<file path="config.mk">
export PLATFORM = sky130hd
export DESIGN_NAME = matrix_scan_driver
export DESIGN_NICKNAME = d
export VERILOG_FILES = /design/src/rtl/matrix_scan_driver.sv
export SDC_FILE = /design/constraint.sdc
export NUM_CORES = 1
export LEC_CHECK = 0
export ABC_AREA = 1
export BUFFER_PORTS_ARGS = -buffer_cell sky130_fd_sc_hd__buf_2
export CELL_PAD_IN_SITES_DETAIL_PLACEMENT = 1
export CELL_PAD_IN_SITES_GLOBAL_PLACEMENT = 2
export CORE_MARGIN = 8
export CORE_UTILIZATION = 38
export CTS_CLUSTER_DIAMETER = 80
export DETAILED_ROUTE_END_ITERATION = 7
export PLACE_DENSITY = 0.86
export SETUP_SLACK_MARGIN = 0.3
export SYNTH_ARGS = -nofsm -noshare
export SYNTH_HDL_FRONTEND = slang
export SYNTH_SLANG_ARGS = --single-unit
</file>
<file path="constraint.sdc">
create_clock -name clock -period 3.6 [get_ports clock]
set_input_delay 0.54 -clock clock [delete_from_list [all_inputs] [get_ports clock]]
set_output_delay 0.54 -clock clock [all_outputs]
set_load 0.01 [all_outputs]
</file>
<file path="src/rtl/matrix_scan_driver.sv">
// rtl/matrix_scan_driver.sv - row-multiplexed 10x10 LED matrix scan driver with double-buffered frame
//
// Ports:
//   clock        in   system clock, rising edge
//   restart_n    in   asynchronous active-low reset
//   enable       in   1 = scan running, 0 = dark and idle
//   frame_valid  in   one-cycle strobe capturing leds into the pending buffer
//   leds         in   ROWS*COLS frame image, row r at leds[r*COLS +: COLS]
//   brightness   in   4-bit PWM duty (only when MATRIX_SCAN_PWM_EN is defined)
//   row_sel      out  one-hot row drive, active high
//   col_data     out  column drive for the selected row, active high
//   frame_done   out  one-cycle pulse after the last row's dwell ends
//   busy         out  1 whenever the scan is not idle
//
// Optional feature macro: MATRIX_SCAN_PWM_EN (adds brightness PWM gating of col_data).

module matrix_scan_driver #(
    parameter int ROWS         = 10,
    parameter int COLS         = 10,
    parameter int DWELL_CYCLES = 5000,
    parameter int BLANK_CYCLES = 2
) (
    input  logic                 clock,
    input  logic                 restart_n,
    input  logic                 enable,
    input  logic                 frame_valid,
    input  logic [ROWS*COLS-1:0] leds,
`ifdef MATRIX_SCAN_PWM_EN
    input  logic [3:0]           brightness,
`endif
    output logic [ROWS-1:0]      row_sel,
    output logic [COLS-1:0]      col_data,
    output logic                 frame_done,
    output logic                 busy
);

    localparam int CNT_MAX = ((DWELL_CYCLES > BLANK_CYCLES) ? DWELL_CYCLES : BLANK_CYCLES) - 1;
    localparam int CNT_W   = (CNT_MAX > 0) ? $clog2(CNT_MAX + 1) : 1;
    localparam int ROW_W   = (ROWS > 1) ? $clog2(ROWS) : 1;

    localparam logic [CNT_W-1:0] DWELL_LAST = CNT_W'(DWELL_CYCLES - 1);
    localparam logic [CNT_W-1:0] BLANK_LAST = CNT_W'(BLANK_CYCLES - 1);
    localparam logic [ROW_W-1:0] ROW_LAST   = ROW_W'(ROWS - 1);

    typedef enum logic [1:0] {
        ST_IDLE  = 2'd0,
        ST_BLANK = 2'd1,
        ST_DRIVE = 2'd2
    } state_t;

    state_t                 state_q, state_d;
    logic [ROW_W-1:0]       row_q, row_d;
    logic [CNT_W-1:0]       cnt_q, cnt_d;
    logic [ROWS*COLS-1:0]   shadow_q, shadow_d;
    logic [ROWS*COLS-1:0]   pending_q, pending_d;
    logic                   pend_flag_q, pend_flag_d;
    logic [ROWS-1:0]        row_sel_q, row_sel_d;
    logic [COLS-1:0]        col_data_q, col_data_d;
    logic                   frame_done_q, frame_done_d;
    logic                   busy_q, busy_d;
    logic                   boundary;
    logic [ROWS-1:0]        row_oh;
    logic [COLS-1:0]        row_bits;
`ifdef MATRIX_SCAN_PWM_EN
    logic [3:0]             pwm_q, pwm_d;
    logic                   pwm_on;
`endif

    // Sequencer: IDLE -> (BLANK -> DRIVE) per row, wrapping after the last row.
    always_comb begin
        state_d      = state_q;
        row_d        = row_q;
        cnt_d        = cnt_q;
        frame_done_d = 1'b0;
        boundary     = 1'b0;
        case (state_q)
            ST_IDLE: begin
                row_d = '0;
                cnt_d = '0;
                if (enable) begin
                    state_d  = ST_BLANK;
                    boundary = 1'b1;
                end
            end
            ST_BLANK: begin
                if (!enable) begin
                    state_d = ST_IDLE;
                    row_d   = '0;
                    cnt_d   = '0;
                end else if (cnt_q == BLANK_LAST) begin
                    state_d = ST_DRIVE;
                    cnt_d   = '0;
                end else begin
                    cnt_d = cnt_q + CNT_W'(1);
                end
            end
            ST_DRIVE: begin
                if (!enable) begin
                    state_d = ST_IDLE;
                    row_d   = '0;
                    cnt_d   = '0;
                end else if (cnt_q == DWELL_LAST) begin
                    state_d = ST_BLANK;
                    cnt_d   = '0;
                    if (row_q == ROW_LAST) begin
                        row_d        = '0;
                        frame_done_d = 1'b1;
                        boundary     = 1'b1;
                    end else begin
                        row_d = row_q + ROW_W'(1);
                    end
                end else begin
                    cnt_d = cnt_q + CNT_W'(1);
                end
            end
            default: begin
                state_d = ST_IDLE;
                row_d   = '0;
                cnt_d   = '0;
            end
        endcase
    end

    // Double buffer: shadow only changes at a frame boundary so a frame is never torn.
    // A strobe coinciding with the boundary bypasses pending and lands in shadow directly.
    always_comb begin
        pending_d   = pending_q;
        pend_flag_d = pend_flag_q;
        shadow_d    = shadow_q;
        if (frame_valid) begin
            pending_d = leds;
        end
        if (boundary) begin
            if (frame_valid) begin
                shadow_d    = leds;
                pend_flag_d = 1'b0;
            end else if (pend_flag_q) begin
                shadow_d    = pending_q;
                pend_flag_d = 1'b0;
            end
        end else if (frame_valid) begin
            pend_flag_d = 1'b1;
        end
    end

    // Outputs are registered, so they are computed from the next state/row.
    // Shadow never changes on an edge that enters DRIVE, so shadow_q is safe here.
    always_comb begin
        row_oh   = '0;
        row_bits = '0;
        for (int r = 0; r < ROWS; r++) begin
            if (row_d == ROW_W'(r)) begin
                row_oh[r] = 1'b1;
                row_bits  = shadow_q[r*COLS +: COLS];
            end
        end
    end

`ifdef MATRIX_SCAN_PWM_EN
    always_comb begin
        pwm_d  = (state_d == ST_DRIVE && state_q == ST_DRIVE) ? pwm_q + 4'd1 : 4'd0;
        pwm_on = (pwm_d < brightness);
    end
`endif

    always_comb begin
        busy_d     = (state_d != ST_IDLE);
        row_sel_d  = '0;
        col_data_d = '0;
        if (state_d == ST_DRIVE) begin
            row_sel_d = row_oh;
`ifdef MATRIX_SCAN_PWM_EN
            col_data_d = row_bits & {COLS{pwm_on}};
`else
            col_data_d = row_bits;
`endif
        end
    end

    always_ff @(posedge clock or negedge restart_n) begin
        if (!restart_n) begin
            state_q      <= ST_IDLE;
            row_q        <= '0;
            cnt_q        <= '0;
            shadow_q     <= '0;
            pending_q    <= '0;
            pend_flag_q  <= 1'b0;
            row_sel_q    <= '0;
            col_data_q   <= '0;
            frame_done_q <= 1'b0;
            busy_q       <= 1'b0;
`ifdef MATRIX_SCAN_PWM_EN
            pwm_q        <= 4'd0;
`endif
        end else begin
            state_q      <= state_d;
            row_q        <= row_d;
            cnt_q        <= cnt_d;
            shadow_q     <= shadow_d;
            pending_q    <= pending_d;
            pend_flag_q  <= pend_flag_d;
            row_sel_q    <= row_sel_d;
            col_data_q   <= col_data_d;
            frame_done_q <= frame_done_d;
            busy_q       <= busy_d;
`ifdef MATRIX_SCAN_PWM_EN
            pwm_q        <= pwm_d;
`endif
        end
    end

    assign row_sel    = row_sel_q;
    assign col_data   = col_data_q;
    assign frame_done = frame_done_q;
    assign busy       = busy_q;

endmodule

</file>
==> summary by stage <==
Drt
The top metal layer carrying routed signals is met4. The aggregate routed wire length is 28900 um. The number of vias per cell after detailed routing is 4.90. The starting DRC count in detailed routing is 463. The total iterations of the first detailed-routing run is 5. Dividing the detail-routed wire length by the instance count gives 17.3 um. The detailed router placed 8179 vias in this run. The routed length on met1 is 14100 um. The routed design uses 1070 um of met3 wire. In the routed design, unresolved DRC markers number 0. In the detailed route, the total length drawn on met2 is 13300 um. The detail route stage leaves a number of antenna-violating nets equal to 0.

Setup path
Of all nets on the critical path, the largest fanout is 11. The class of the most critical setup path is reg2reg. At the worst endpoint, the required time is 4070 ps. Setup slack on the worst reg-to-reg path comes out at 970 ps.

STA classifies the critical path startpoint as a flip-flop. The signal arrival time at the worst endpoint is 3100 ps. The worst setup path is captured at a flip-flop.

Logic synthesis
The number of flip-flops and latches in the synthesized netlist is 242. The post-synth net total is 1301. For this run, asynchronously set or reset flops after synthesis account for 1.00. The gate count of the mapped netlist is 1191. The post-synthesis average cell area is 8.65 um2. The number of different library cells used by synthesis comes to 35. For this run, the leading register cell type out of synthesis is dfrtp_1. For this run, the register share of the synthesized area comes to 0.588. The count of warnings emitted by yosys is 0. Yosys mapped a number of flops with a built-in enable equal to 0.

The cell area after technology mapping is 10300 um2.

Pwr
The peak supply drop is 0.000310 V. For this design the ratio of total power to cell area is 678 nW/um2. The static leakage power is 0.00623 uW.

Global route
The initial antenna violation count is 0. For this run the aggregate overflow at the end of global routing stands at 0. The first global-routing pass estimated 48100 um of wire. Entering global routing, the biggest net connects 96 pins. The number of global-route vias before repair is 8964.

In the global route stage, overall resource usage came out at 0.179.

Final layout
The number of antenna cells inserted is 0. In the final layout, the share of cells above drive strength 1 is 0.172. For this run, the post-layout net count is 1418. Leaving out fill and tap cells, the most frequent cell in the layout is nand2_1.

The area overhead of the layout relative to synthesis is 18.6%. The library cells used most frequently in the layout, excluding fill and tap cells, are nand2_1, dfrtp_1, buf_2.

Floorplan
The die is 181 um wide. In this run the vertical extent of the chip is 181 um. The area of the core is 26800 um2. 126 I/O pins were placed. The die outline area is 32600 um2. Row generation in the floorplan step produced 60 rows. The initial utilization of the core area, before any placement, comes to 0.384.

Placement
The weighted congestion reported at the end of routability-driven placement is 0.820. The count of buffers added on input and output ports is 125. The placed wire-length estimate after detailed placement is 20900 um. The worst setup slack after placement is 995 ps.

Clock tree
The post-CTS setup buffer count is 0. The tree built by TritonCTS fans out to 242 sinks. The clock latency of the later-clocked register in the worst-skew pair is 540 ps. TritonCTS built the clock tree. The number of buffers added to fix hold violations after cts is 0. Clock-pin slew was measured on the worst setup and hold paths at 60 ps.

No sink is reached through more buffers than the 3 on the longest clock path. The number of gates resized after CTS was 0. Counting the buffers created by CTS gives 27. The deepest level of the CTS H-tree is 1. The CTS root buffer is clkbuf_16.

STA
Headroom to the max-slew limit came out at 0.495. The setup slack of the critical path after layout is 972 ps. The number of hold violations in the final report is 0. The number of max-slew violations in the final report is 0. Setup repair after global routing left no endpoint under its margin. For this run, the top clock speed supported by timing is 0.380 GHz. The setup total negative slack is 0 ps. The measured slew at the worst slew-check pin is 758 ps. The time the final worst path needs with I/O delays and setup is 2630 ps.

The clock arrives with 11.3 ps of skew. The total of endpoints with negative setup slack in the final report is 0. The portion of the clock cycle consumed by the worst path in the final layout is 0.730.

Outcome
The run finished with clean final reports.

Min path
The tightest min-delay check is of the in2async type.

Run
Max-cap violations in this run came to 0.
[worst max-delay path, stage by stage (launching register included)]
cell and delay (ps):
dfrtp_1 400, ha_1 230, nand2_2 80, inv_1 80
nand2_1 80, nor2_4 100, nand3_1 80, nand3_1 110
nand3_2 120, nand2_4 160, nand2_4 110, nor2_2 420
nand2_1 90, nand4_1 150, nand2_1 100, nand3_1 150
nand2_1 70, inv_1 50
[cell usage after synthesis, types with 3 or more instances]
master,number,area share
inv_4,3,0.0018
a21oi_2,3,0.0026
a21oi_1,30,0.015
nand4_1,11,0.0067
dfrtp_1,242,0.59
buf_2,20,0.0097
nor3_1,10,0.0049
a31oi_1,67,0.041
nor3b_1,4,0.0029
inv_2,13,0.0047
nand2_4,7,0.0077
nand3_1,31,0.015
clkbuf_1,26,0.0095
nor2_2,4,0.0024
inv_1,70,0.026
nand2_2,6,0.0036
nor2_4,3,0.0033
o21ai_1,5,0.0024
o21ai_0,38,0.018
nor2_8,3,0.0058
nor2_1,111,0.040
ha_1,6,0.0073
nand2_1,463,0.17
[area by class of cell]
| cell class | count | area, um2 |
|---|---|---|
| inverter | 86 | 330 |
| tap | 341 | 427 |
| clock inverter | 13 | 174 |
| multi-input combinational | 814 | 3700 |
| fill | 3197 | 14600 |
| sequential | 242 | 6060 |
| clock buffer | 36 | 749 |
| timing repair buffer | 137 | 791 |
[path summary, 6_finish.rpt]
check	start	end	depth (start not counted)
worst max-delay path	cnt_q[0]	col_data[0]	17
worst min-delay path	restart_n	pending_q[13]	1
worst max register to register	cnt_q[0]	col_data[0]	17
worst min register to register	pending_q[56]	pending_q[56]	2
max in group asynchronous	restart_n	shadow_q[86]	2
min in group clock	leds[30]	pending_q[30]	3
[registers in the layout, indices dropped and copies added (netlist names)]
register     count
busy             1
cnt_q           13
col_data        10
frame_done       1
pend_flag_q      1
pending_q      100
row_q            4
row_sel         10
shadow_q       100
state_q          2
[power by group]
group          switching, uW  internal (uW)  total [uW]
combinational           1080            578        1650
clock                   1120           1750        2870
sequential               377           3390        3770
total                   2570           5720        8290
[logic make-up (layout without fill, tap and decap cells)]
kind of cell,after synthesis,count (layout),share of synthesized area
AOI/OAI and AO/OA,149,149,0.0831
xor gates and xnor gates,3,3,0.00255
adders and majority gates,6,6,0.00729
buffers and inverters,135,272,0.0542
DFF,242,242,0.588
and+or+nand+nor,656,656,0.265
[stage by stage]
step	cell area [um2]	std cells	hold WS (ps)	utilization	total power, uW
floorplan	10300	1191	244	-	4780
global placement	11300	1620	449	0.422	5390
detailed placement	11300	1620	456	0.422	5480
CTS	12200	1669	64.2	0.456	8400
global route	12200	1669	104	0.456	8780
finish	12200	1669	43.8	0.456	8290
[routing by layer]
| layer | global-route usage | up-vias |
|---|---|---|
| met5 | 0 | - |
| met4 | 0.0351 | 0 |
| met3 | 0.0308 | 32 |
| met2 | 0.288 | 128 |
| met1 | 0.251 | 4005 |
| li1 | - | 4014 |
Power figures use the tool's default switching activity.
